--- src/rtl/pwm_capture_pkg.sv ---
// Shared definitions for the PWM capture receiver.
//   state_e   : capture FSM states (idle / low phase / high phase / stuck line)
//   get_width : number of bits needed to hold the value v (minimum 1)
package pwm_capture_pkg;

  typedef enum logic [1:0] {
    ST_IDLE,
    ST_LOW,
    ST_HIGH,
    ST_STUCK
  } state_e;

  function automatic int unsigned get_width(input int unsigned v);
    return (v < 2) ? 1 : $clog2(v + 1);
  endfunction

endpackage

--- src/rtl/pwm_sync_edge.sv ---
// Three-flop synchronizer with edge detect for an asynchronous line.
//   clk    : sampling clock
//   rst    : asynchronous active-low reset, flops reset to 1 (idle-high line)
//   line_i : raw asynchronous line
//   level_o: synchronized level (second flop)
//   rise_o : one-cycle pulse on a synchronized rising edge
//   fall_o : one-cycle pulse on a synchronized falling edge
module pwm_sync_edge (
  input  logic clk,
  input  logic rst,
  input  logic line_i,
  output logic level_o,
  output logic rise_o,
  output logic fall_o
);

  logic s1_q, s2_q, s3_q;

  always_ff @(posedge clk or negedge rst) begin
    if (!rst) begin
      s1_q <= 1'b1;
      s2_q <= 1'b1;
      s3_q <= 1'b1;
    end else begin
      s1_q <= line_i;
      s2_q <= s1_q;
      s3_q <= s2_q;
    end
  end

  assign level_o = s2_q;
  assign rise_o  = ~s3_q & s2_q;
  assign fall_o  = s3_q & ~s2_q;

endmodule

--- src/rtl/pwm_capture.sv ---
// PWM capture receiver. Measures the low-phase length and the period
// (falling edge to falling edge) of a low-first PWM line, and flags a line
// with no edge for TIMEOUT clocks as stuck.
//   clk      : clock, rising edge
//   rst      : asynchronous active-low reset
//   pwm_in   : PWM line, may be asynchronous to clk
//   duty_low : last low-phase length, clamped to CNT_NUM
//   period   : last period length, 0 while stuck
//   valid    : one-cycle pulse whenever duty_low/period/stuck update
//   stuck    : line has had no edge for TIMEOUT clocks
module pwm_capture
  import pwm_capture_pkg::*;
#(
  parameter int unsigned CNT_NUM   = 8,
  parameter int unsigned CNT_WIDTH = get_width(CNT_NUM),
  parameter int unsigned TIMEOUT   = 2 * CNT_NUM,
  parameter int unsigned P_WIDTH   = get_width(TIMEOUT)
) (
  input  logic                 clk,
  input  logic                 rst,
  input  logic                 pwm_in,
  output logic [CNT_WIDTH-1:0] duty_low,
  output logic [P_WIDTH-1:0]   period,
  output logic                 valid,
  output logic                 stuck
);

  localparam logic [P_WIDTH-1:0]   TMO     = P_WIDTH'(TIMEOUT);
  localparam logic [P_WIDTH-1:0]   CLAMP_P = P_WIDTH'(CNT_NUM);
  localparam logic [CNT_WIDTH-1:0] CLAMP_C = CNT_WIDTH'(CNT_NUM);

  state_e               state_q, state_d;
  logic [P_WIDTH-1:0]   cnt_q, cnt_d;
  logic [P_WIDTH-1:0]   low_len_q, low_len_d;
  logic [CNT_WIDTH-1:0] duty_q, duty_d;
  logic [P_WIDTH-1:0]   period_q, period_d;
  logic                 valid_q, valid_d;
  logic                 stuck_q, stuck_d;

  logic level, rise, fall;
  logic timeout;
  logic enter_stuck, stuck_lvl;

  pwm_sync_edge u_sync (
    .clk    (clk),
    .rst    (rst),
    .line_i (pwm_in),
    .level_o(level),
    .rise_o (rise),
    .fall_o (fall)
  );

  assign timeout = (cnt_q == TMO);

  always_ff @(posedge clk or negedge rst) begin
    if (!rst) begin
      state_q   <= ST_IDLE;
      cnt_q     <= '0;
      low_len_q <= '0;
      duty_q    <= '0;
      period_q  <= '0;
      valid_q   <= 1'b0;
      stuck_q   <= 1'b0;
    end else begin
      state_q   <= state_d;
      cnt_q     <= cnt_d;
      low_len_q <= low_len_d;
      duty_q    <= duty_d;
      period_q  <= period_d;
      valid_q   <= valid_d;
      stuck_q   <= stuck_d;
    end
  end

  // Edges take priority over the timeout in every state.
  always_comb begin
    state_d = state_q;
    case (state_q)
      ST_IDLE:  if (fall) state_d = ST_LOW;  else if (timeout) state_d = ST_STUCK;
      ST_LOW:   if (rise) state_d = ST_HIGH; else if (timeout) state_d = ST_STUCK;
      ST_HIGH:  if (fall) state_d = ST_LOW;  else if (timeout) state_d = ST_STUCK;
      ST_STUCK: if (fall) state_d = ST_LOW;  else if (rise)    state_d = ST_IDLE;
      default:  state_d = ST_IDLE;
    endcase
  end

  always_comb begin
    cnt_d       = timeout ? cnt_q : cnt_q + P_WIDTH'(1);
    low_len_d   = low_len_q;
    duty_d      = duty_q;
    period_d    = period_q;
    stuck_d     = stuck_q;
    valid_d     = 1'b0;
    enter_stuck = 1'b0;
    stuck_lvl   = 1'b0;
    case (state_q)
      ST_IDLE: begin
        if (fall) begin
          cnt_d = P_WIDTH'(1);
        end else if (timeout) begin
          enter_stuck = 1'b1;
          stuck_lvl   = level;
        end
      end
      ST_LOW: begin
        if (rise) begin
          low_len_d = cnt_q;
        end else if (timeout) begin
          enter_stuck = 1'b1;
          stuck_lvl   = 1'b0;
        end
      end
      ST_HIGH: begin
        if (fall) begin
          cnt_d    = P_WIDTH'(1);
          period_d = cnt_q;
          duty_d   = (low_len_q > CLAMP_P) ? CLAMP_C : low_len_q[CNT_WIDTH-1:0];
          stuck_d  = 1'b0;
          valid_d  = 1'b1;
        end else if (timeout) begin
          enter_stuck = 1'b1;
          stuck_lvl   = 1'b1;
        end
      end
      ST_STUCK: begin
        if (fall) cnt_d = P_WIDTH'(1);
        else if (rise) cnt_d = '0;
      end
      default: ;
    endcase
    if (enter_stuck) begin
      stuck_d  = 1'b1;
      period_d = '0;
      duty_d   = stuck_lvl ? '0 : CLAMP_C;
      valid_d  = 1'b1;
    end
  end

  assign duty_low = duty_q;
  assign period   = period_q;
  assign valid    = valid_q;
  assign stuck    = stuck_q;

endmodule

--- config.mk ---
export PLATFORM = sky130hd
export DESIGN_NAME = pwm_capture
export DESIGN_NICKNAME = d
export VERILOG_FILES = /design/src/rtl/pwm_capture_pkg.sv /design/src/rtl/pwm_sync_edge.sv /design/src/rtl/pwm_capture.sv
export SDC_FILE = /design/constraint.sdc
export NUM_CORES = 1
export LEC_CHECK = 0
export CORE_ASPECT_RATIO = 0.7
export CORE_MARGIN = 2
export CORE_UTILIZATION = 37
export CTS_BUF_LIST = sky130_fd_sc_hd__clkbuf_4 sky130_fd_sc_hd__clkbuf_8 sky130_fd_sc_hd__clkbuf_16
export DETAILED_ROUTE_END_ITERATION = 8
export PLACE_DENSITY = 0.6
export SLEW_MARGIN = 30
export SYNTH_ARGS = -nofsm -noshare
export SYNTH_HDL_FRONTEND = slang
export SYNTH_SLANG_ARGS = --single-unit
--- constraint.sdc ---
create_clock -name clk -period 3.1 [get_ports clk]
set_clock_uncertainty 0.05 [all_clocks]
set_input_delay 0.465 -clock clk [delete_from_list [all_inputs] [get_ports clk]]
set_output_delay 0.465 -clock clk [all_outputs]
set_load 0.02 [all_outputs]
Yosys cells after proc, flatten, opt, wreduce, memory -nomap -nowiden. Cells that the tools add are included.

Add/sub/neg operators: 1. Magnitude comparators: 1. Equality and inequality tests: 5. Multiplexer cells: 32. Bitwise logic cells: 4. Reduce and logical (&&, ||, !) cells: 6.

Operators with widths (number): 5-bit 2-to-1 mux (7); 4-bit 2-to-1 mux (5); 1-bit 2-to-1 mux (11); 2-bit 2-to-1 mux (5); 5-bit one-hot mux with 2 select lines (1); 2-bit one-hot mux with 3 select lines (1); 5-bit by 1-bit adder with 5-bit output, second input constant (1); 5-bit equality test, second input constant (1); 5-bit by 4-bit greater-than comparator with 1-bit output, second input constant (1); 2-bit equality test, second input constant (2); 1-bit one-hot mux with 2 select lines (2); 2-bit AND reduction (2); 2-bit nonzero test (2); 3-bit != test, second input constant (1); 1-bit AND (2); 2-bit by 1-bit equality test with 1-bit output, second input constant (1); 2-bit zero test (1); 1-bit NOT (2); 2-bit OR reduction (1).

Register bits: 26. Input port bits: 3. Output and inout port bits: 11. Logic and storage cells: 59.

Depth between registers and ports, before layout. Gate-level depths: netlist of run 1.

Word-level depth: 6. Mapped depth: 7. Gate-level depth less buffers: 5.

By module. From an unflattened synthesis of run 1, not the netlist that was laid out.

Cells, all modules: 104. Area, all modules: 1142.3 sq um.

Modules (own cells, without submodules): pwm_capture (times used 1, cells each 99, area an instance 1048.5 sq um, seq. area each 575.6 sq um); pwm_sync_edge (times used 1, cells each 5, area an instance 93.8 sq um, seq. area each 78.8 sq um).

Worst setup path before layout of run 1. OpenSTA, ideal clock, no wires.

Kind: register -> register. Start point: register u_sync.s2_q (netlist: u_sync.level_o). End point: register duty_q[0] (netlist: duty_low[0]). Setup time: 0.122 ns. Data arrival time: 1.383 ns. Data required time: 2.928 ns. Setup slack: 1.546 ns. Stages on the path, launching flop included: 7. Buffers on the path: 1. Clock period less this slack: 1.554 ns. Path through: dfstp_2 > inv_1 > ha_1 > buf_4 > nor2_1 > o21ai_2 > a32o_1.

Longest elaborated chain between the ends: 6. Elaborated cells on any way between the ends: 10. Those cells by class: 4 x mux; 3 x bitwise; 3 x reduce/logical.

Ends and longest elaborated chain: from (decl) (line pwm_sync_edge.sv:17) `logic s1_q, s2_q, s3_q;`; from (signal assigned) (line pwm_sync_edge.sv:26) `s2_q <= s1_q;`; 1-bit NOT (line pwm_sync_edge.sv:33) `assign fall_o = s3_q & ~s2_q;`; 1-bit AND (line pwm_sync_edge.sv:33); 1-bit 2-to-1 mux (line pwm_capture.sv:98) `if (fall) begin`; 1-bit one-hot mux with 2 select lines (line pwm_capture.sv:96) `case (state_q)`; 2-bit nonzero test (no source line); 2-bit AND reduction (no source line); to (signal assigned) (line pwm_capture.sv:68) `duty_q <= duty_d;`; to (decl) (line pwm_capture.sv:35) `logic [CNT_WIDTH-1:0] duty_q, duty_d;`.

Parallel ways exist; a longest one is shown, timed or not. A chain may end at the register's enable or synchronous reset.

Final worst setup path of run 1.
Start point: register period_q[2] (netlist: period[2]). End point: output port period[2].

RTL lines: from (decl) (line pwm_capture.sv:36) `logic [P_WIDTH-1:0] period_q, period_d;`; from (signal assigned) (line pwm_capture.sv:69) `period_q <= period_d;`; to (decl) (line pwm_capture.sv:23) `output logic [P_WIDTH-1:0] period,`.

No word-level cell between the ends.

==> key figures, run 1 <==
Run status
  – Status: finished clean

Logic synthesis
  – Post-synth top flop: dfrtp_1
  – Syn Inst Count: ~110
  – Post-synth EDFFs: 0
  – Flops & latches, synth: 26
  – Largest area contributor in the netlist: dfrtp_1
  – Cell variety after synth: 33
  – Post-synthesis sequential area ratio: 0.542
  – Most frequent cells after synthesis: dfrtp_1, nand2_1, inv_1
  – Synth Cell Area: around 0.0012 mm2
  – Post-synth ARST share: 1.00
  – Mean Syn Cell Area: roughly 11 um2
  – Leading cell type by number of instances after synthesis: dfrtp_1
  – Dominant cells by area after synthesis: dfrtp_1, dfstp_2, mux2_2
  – Share of the synthesized area in the top cell type: 0.477
  – Ys Warns: 0
  – Syn_nets: 112

Timing
  – Setup TNS Final: 0 ps
  – Max Clk Rate: 0.566 GHz
  – Slew headroom: 0.739
  – Final Max Tran Viols: 0
  – Final setup violation count: 0
  – Worst-Margin Slew: about 390 ps
  – Post-route clock period utilization: 0.570
  – Final Hold Viols: 0
  – Tmin final: between 1500 and 2000 ps
  – Unrepaired setup endpoints after global routing: false

Floorplanning
  – Die span in y: around 52 um
  – Die X: 72.3 um
  – Core Rows: 17
  – Initial core utilization: 0.386
  – Core box area: ~0.0031 mm2
  – Die area: 0.00374 mm2
  – Num ports: 14

Critical path
  – Crit path cell chain: clkdlybuf4s50_1
  – CP Max Fanout: 2
  – CP endpoint kind: output pin
  – Crit Path Category: flip-flop to output pin
  – Worst EP arrival: ~1300 ps
  – WP data required: 2580 ps
  – Largest stage delay, worst path: a little over 600 ps
  – R2R setup slack: between 1000 and 1500 ps
  – Critical path's top delay family: buffers and inverters
  – Slowest-stage cell, CP: clkdlybuf4s50_1
  – Startpoint types: flip-flop
  – CP Buf/Inv Count: 1

Cells and area
  – Fin nets: around 130
  – Area Overhead vs Synth: 19.0%
  – Diodes inserted: 0
  – Final Instance Area: around 0.0014 mm2
  – Share of cells above drive strength 1: 0.168

Place
  – GPL Wtd Cong: about 0.7
  – Final HPWL DP: roughly 1.6 mm
  – Cell Area, Placed: roughly 0.0014 mm2
  – Number of port buffers: 13

GRT
  – Vias in the first global route: ~750
  – Global Route Usage Sum: 0.130
  – First-pass GRT wire length: about 3.7 mm
  – GRT Max-Usage Layer: met1
  – Total congestion overflow: 0
  – Largest net degree at the start of global routing: 27
  – M3 GR Usage: 0.0446
  – Global-route met1 utilization: 0.195
  – Initial antenna violation count: 0
  – Grt met2 use: 0.176

Power and ir drop
  – Leakage: roughly 0.65 nW
  – Pwr per Cell Area: roughly 950 mW/mm2
  – Worst vdd rail ir drop: a little under 400 uV
  – Tot Pwr: roughly 1.4 mW

Drt
  – DRT antenna net count: 0
  – Per-cell routed wire length: 13.8 um
  – Vias per cell: 5.13
  – Via count: roughly 810
  – # DRC: 0
  – Drt total wl: approximately 2.2 mm
  – Drt pass-1 iters: 4
  – Drt initial violations: 63

Clock tree
  – Clock-pin slew on the worst setup and hold paths: about 90 ps
  – Post-CTS setup buffer count: 0
  – Sink Count: 26
  – CTS Buf Count: 3
  – Hold_buf cts: 0
  – Root buffer cell: clkbuf_8
  – Worst skew pair latency: about 270 ps
  – CTS tree: done
  – CTS HTree Levels: 1
  – Resized Gates After CTS: 0
  – Bufs on Longest Clock Path: 2

Worst hold path
  – Worst Hold Class: flip-flop to flip-flop

Flow run
  – Total of max-cap violations: 0
registers in the layout (all words and copies together), names as in the netlist:
signal,cells
low_len_q,5
period,5
u_sync.level_o,1
valid,1
duty_low,4
stuck,1
u_sync.s1_q,1
u_sync.s3_q,1
cnt_q,5
state_q,2
stage by stage:
| step | worst slack, ps | instances | util | hold slack, ps |
|---|---|---|---|---|
| 4_1_cts | 1320 | 157 | 0.459 | 310 |
| 6_report | 1330 | 157 | 0.459 | 309 |
| 2_1_floorplan | 1550 | 105 | - | 119 |
| 5_1_grt | 1270 | 157 | 0.459 | 320 |
| 3_5_place_dp | 1440 | 153 | 0.437 | 297 |
| 3_3_place_gp | 1490 | 153 | 0.437 | 298 |
area by class of cell:
cell class / instances / area (um2)
fill: 296 / 1690
sequential: 26 / 654
multi-input combinational: 68 / 495
timing repair buffer: 15 / 145
tap: 38 / 47.5
clock buffer: 3 / 41.3
clock inverter: 1 / 30.0
inverter: 6 / 22.5
metal layers:
| layer | wire [um] | share of wire |
|---|---|---|
| met5 | 0 | 0 |
| met4 | 24 | 0.011 |
| met3 | 109 | 0.050 |
| met2 | 906 | 0.42 |
| met1 | 1130 | 0.52 |
power breakdown:
| group | switching, mW | internal [mW] | leakage (nW) |
|---|---|---|---|
| Combinational | 0.232 | 0.251 | 0.281 |
| Sequential | 0.135 | 0.467 | 0.330 |
| Clock | 0.107 | 0.173 | 0.0357 |
| Total | 0.473 | 0.891 | 0.647 |
layout by cell type, fill, tap and decap left out, drive strengths merged:
| cell | count |
|---|---|
| nor3b | 2 |
| clkdlybuf4s50 | 13 |
| nor3 | 4 |
| o21a | 2 |
| o32ai | 1 |
| o221ai | 1 |
| nor2b | 3 |
| nand2 | 13 |
| inv | 6 |
| mux2 | 5 |
| dfrtp | 23 |
| bufinv | 1 |
| o31ai | 1 |
| a32o | 2 |
| clkbuf | 3 |
| dfstp | 3 |
| ha | 4 |
| and3b | 1 |
| o21ai | 5 |
| nand3 | 3 |
| o21bai | 1 |
| buf | 2 |
| nor4bb | 1 |
| nor2 | 5 |
| xnor2 | 2 |
| nand3b | 1 |
| a21oi | 5 |
| nand2b | 1 |
| xor2 | 2 |
| o211ai | 1 |
| o22ai | 2 |
worst paths after layout:
| check | endpoint | cells past startpoint | start |
|---|---|---|---|
| max | period[2] | 1 | period[2] |
| min | u_sync.level_o | 0 | u_sync.s1_q |
| max reg2reg | duty_low[0] | 4 | u_sync.s3_q |
| min reg2reg | u_sync.level_o | 0 | u_sync.s1_q |
| max in group asynchronous | u_sync.level_o | 2 | rst |
| min in group asynchronous | period[2] | 2 | rst |
logic make-up after synthesis:
| kind of cell | Yosys count | synth area share |
|---|---|---|
| simple gates | 34 | 0.165 |
| flops | 26 | 0.542 |
| compound gates | 21 | 0.128 |
| buf+inv | 11 | 0.0477 |
| mux | 5 | 0.0466 |
| xor+xnor | 4 | 0.0290 |
| fa+ha+maj | 4 | 0.0415 |
(Power assumes the default switching activity.)
==> run 2: changes to the inputs <==
==> constraint.sdc (replaced) <==
create_clock -name clk -period 1.9 [get_ports clk]
set_clock_uncertainty 0.05 [all_clocks]
set_input_delay 0.285 -clock clk [delete_from_list [all_inputs] [get_ports clk]]
set_output_delay 0.285 -clock clk [all_outputs]
set_load 0.02 [all_outputs]
==> run 2 against run 1 <==
Final cell count did not move; flip-flop and latch count did not move; power rose by 53%; worst hold slack got worse by 0.72 ps; largest cell class unchanged; highest routed layer unchanged.
==> key figures, run 2 (same netlist as run 1, synthesis figures left out) <==
Floorplanning
  – Core Rows: 17 (unchanged)
  – Die span in y: 51.8 um (unchanged)
  – Core box area: 0.00313 mm2 (unchanged)
  – Die area: 0.00374 mm2 (unchanged)
  – Num ports: 14 (unchanged)
  – Initial core utilization: 0.386 (unchanged)
  – Die X: 72.3 um (unchanged)

Place
  – Pre-CTS WS: 240 ps (-1200 ps)
  – Number of port buffers: 13 (unchanged)
  – Final HPWL DP: 1.47 mm (-5.7%)
  – GPL Wtd Cong: 0.733 (+4.4%)
  – Cell Area, Placed: 0.00137 mm2 (unchanged)

Drt
  – Drt initial violations: 49 (-22%)
  – Vias per cell: 4.95 (-3.6%)
  – Via count: 777 (-3.6%)
  – DRT antenna net count: 0 (unchanged)
  – Drt pass-1 iters: 5 (+1)
  – # DRC: 0 (unchanged)
  – Drt total wl: 2.08 mm (-4.1%)
  – Per-cell routed wire length: 13.2 um (-4.1%)

Timing
  – Final worst slack: 203 ps (-1130 ps)
  – Unrepaired setup endpoints after global routing: false
  – Tmin final: 1700 ps
  – Post-route clock period utilization: 0.893
  – Max Clk Rate: approximately 0.6 GHz
  – Final Hold Viols: 0 (unchanged)
  – Worst-Margin Slew: 377 ps (-14.2 ps)
  – Final setup violation count: 0 (unchanged)
  – Setup TNS Final: 0 ps (unchanged)
  – Final Max Tran Viols: 0 (unchanged)
  – Slew headroom: 0.748 (+0.00949)

Cells and area
  – Diodes inserted: 0 (unchanged)
  – Final Instance Area: 0.00141 mm2 (-1.6%)
  – Most frequent cells in the layout: dfrtp_1, nand2_1, clkdlybuf4s50_1
  – Area Overhead vs Synth: 17.1%
  – Commonest non-fill, non-tap cell in the layout: dfrtp_1
  – Share of cells above drive strength 1: 0.168 (unchanged)
  – Fin nets: 127 (unchanged)

Critical path
  – WP data required: 2060 ps (-520 ps)
  – Worst EP arrival: 1860 ps (+610 ps)
  – Startpoint types: flip-flop
  – CP Max Fanout: 15 (+13)
  – Critical path's top delay family: flip-flops
  – Largest stage delay, worst path: 540 ps (-70 ps)
  – CP endpoint kind: flip-flop
  – CP Buf/Inv Count: 0 (-1)
  – Slowest-stage cell, CP: dfstp_2
  – Crit path cell chain: ha_1 -> nand3b_4 -> nor3_1 -> a32o_1
  – Crit Path Category: flip-flop to flip-flop

Clock tree
  – Resized Gates After CTS: 0 (unchanged)
  – Post-CTS setup buffer count: 0 (unchanged)
  – Root buffer cell: clkbuf_8
  – CTS Buf Count: 3 (unchanged)
  – CTS HTree Levels: 1 (unchanged)
  – CTS tree: done
  – Clock-pin slew on the worst setup and hold paths: 90 ps (about the same)
  – Bufs on Longest Clock Path: 2 (unchanged)
  – Sink Count: 26 (unchanged)
  – Hold_buf cts: 0 (unchanged)
  – Worst skew pair latency: 270 ps (about the same)

GRT
  – Largest net degree at the start of global routing: 27 (unchanged)
  – Vias in the first global route: 706 (-5.7%)
  – Global Route Usage Sum: 0.124 (-0.00619)
  – Total congestion overflow: 0 (unchanged)
  – First-pass GRT wire length: 3.52 mm (-3.9%)
  – Initial antenna violation count: 0 (unchanged)

Worst hold path
  – Worst Hold Class: flip-flop to flip-flop

Run status
  – Status: finished clean

Power and ir drop
  – Worst vdd rail ir drop: 834 uV (+110%)
  – Pwr per Cell Area: 1470 mW/mm2 (+55%)
  – Leakage: 0.637 nW (-1.5%)

Flow run
  – Total of max-cap violations: 0 (unchanged)
-- run 2: cell count changes in the layout (fill, tap and decap cells not counted), sizes merged --
cell    before  now
bufinv       1    0
clkbuf       3    4
-- run 2: final cells by class --
class	count	area (um2)
Fill cell	297	1710
Sequential cell	26	654
Inverter	6	22.5
Timing Repair Buffer	15	145
Multi-Input combinational cell	68	495
Tap cell	38	47.5
Clock buffer	4	48.8
-- run 2: worst reg2reg max path: stages (launching register included) --
cell and delay (ps):
dfstp_2 540, ha_1 360, nand3b_4 220, nor3_1 290, a32o_1 170
-- run 2: layer usage --
layer	vias to the layer above	track usage	wire length, um	part of all wire
li1	390	-	-	-
met1	363	0.190	1150	0.55
met2	20	0.167	814	0.39
met3	4	0.0465	96	0.046
met4	0	0.0189	17	0.0082
met5	-	0	0	0
-- run 2: power by group --
part	internal [mW]	leakage (nW)	switching [mW]	total [mW]
Sequential	0.762	0.330	0.213	0.975
Combinational	0.409	0.281	0.369	0.778
Clock	0.164	0.0262	0.166	0.330
Total	1.34	0.637	0.748	2.08
-- run 2: through the flow --
stage	hold slack (ps)	utilization	cells	power (mW)
final	308	0.452	157	2.08
after global routing	318	0.452	157	2.24
after floorplan	-60.6	-	105	1.49
after detailed placement	297	0.437	153	1.76
after global placement	298	0.437	153	1.76
after CTS	309	0.452	157	2.11
-- run 2: worst paths after layout --
kind	startpoint	end	slack [ps]	cells after the start
worst max-delay path	u_sync.s3_q	duty_low[0]	200	4
worst min-delay path	u_sync.s1_q	u_sync.level_o	310	0
worst max register to register	u_sync.s3_q	duty_low[0]	200	4
worst min register to register	u_sync.s1_q	u_sync.level_o	310	0
max in group asynchronous	rst	u_sync.level_o	1180	2
min in group asynchronous	rst	state_q[1]	320	2
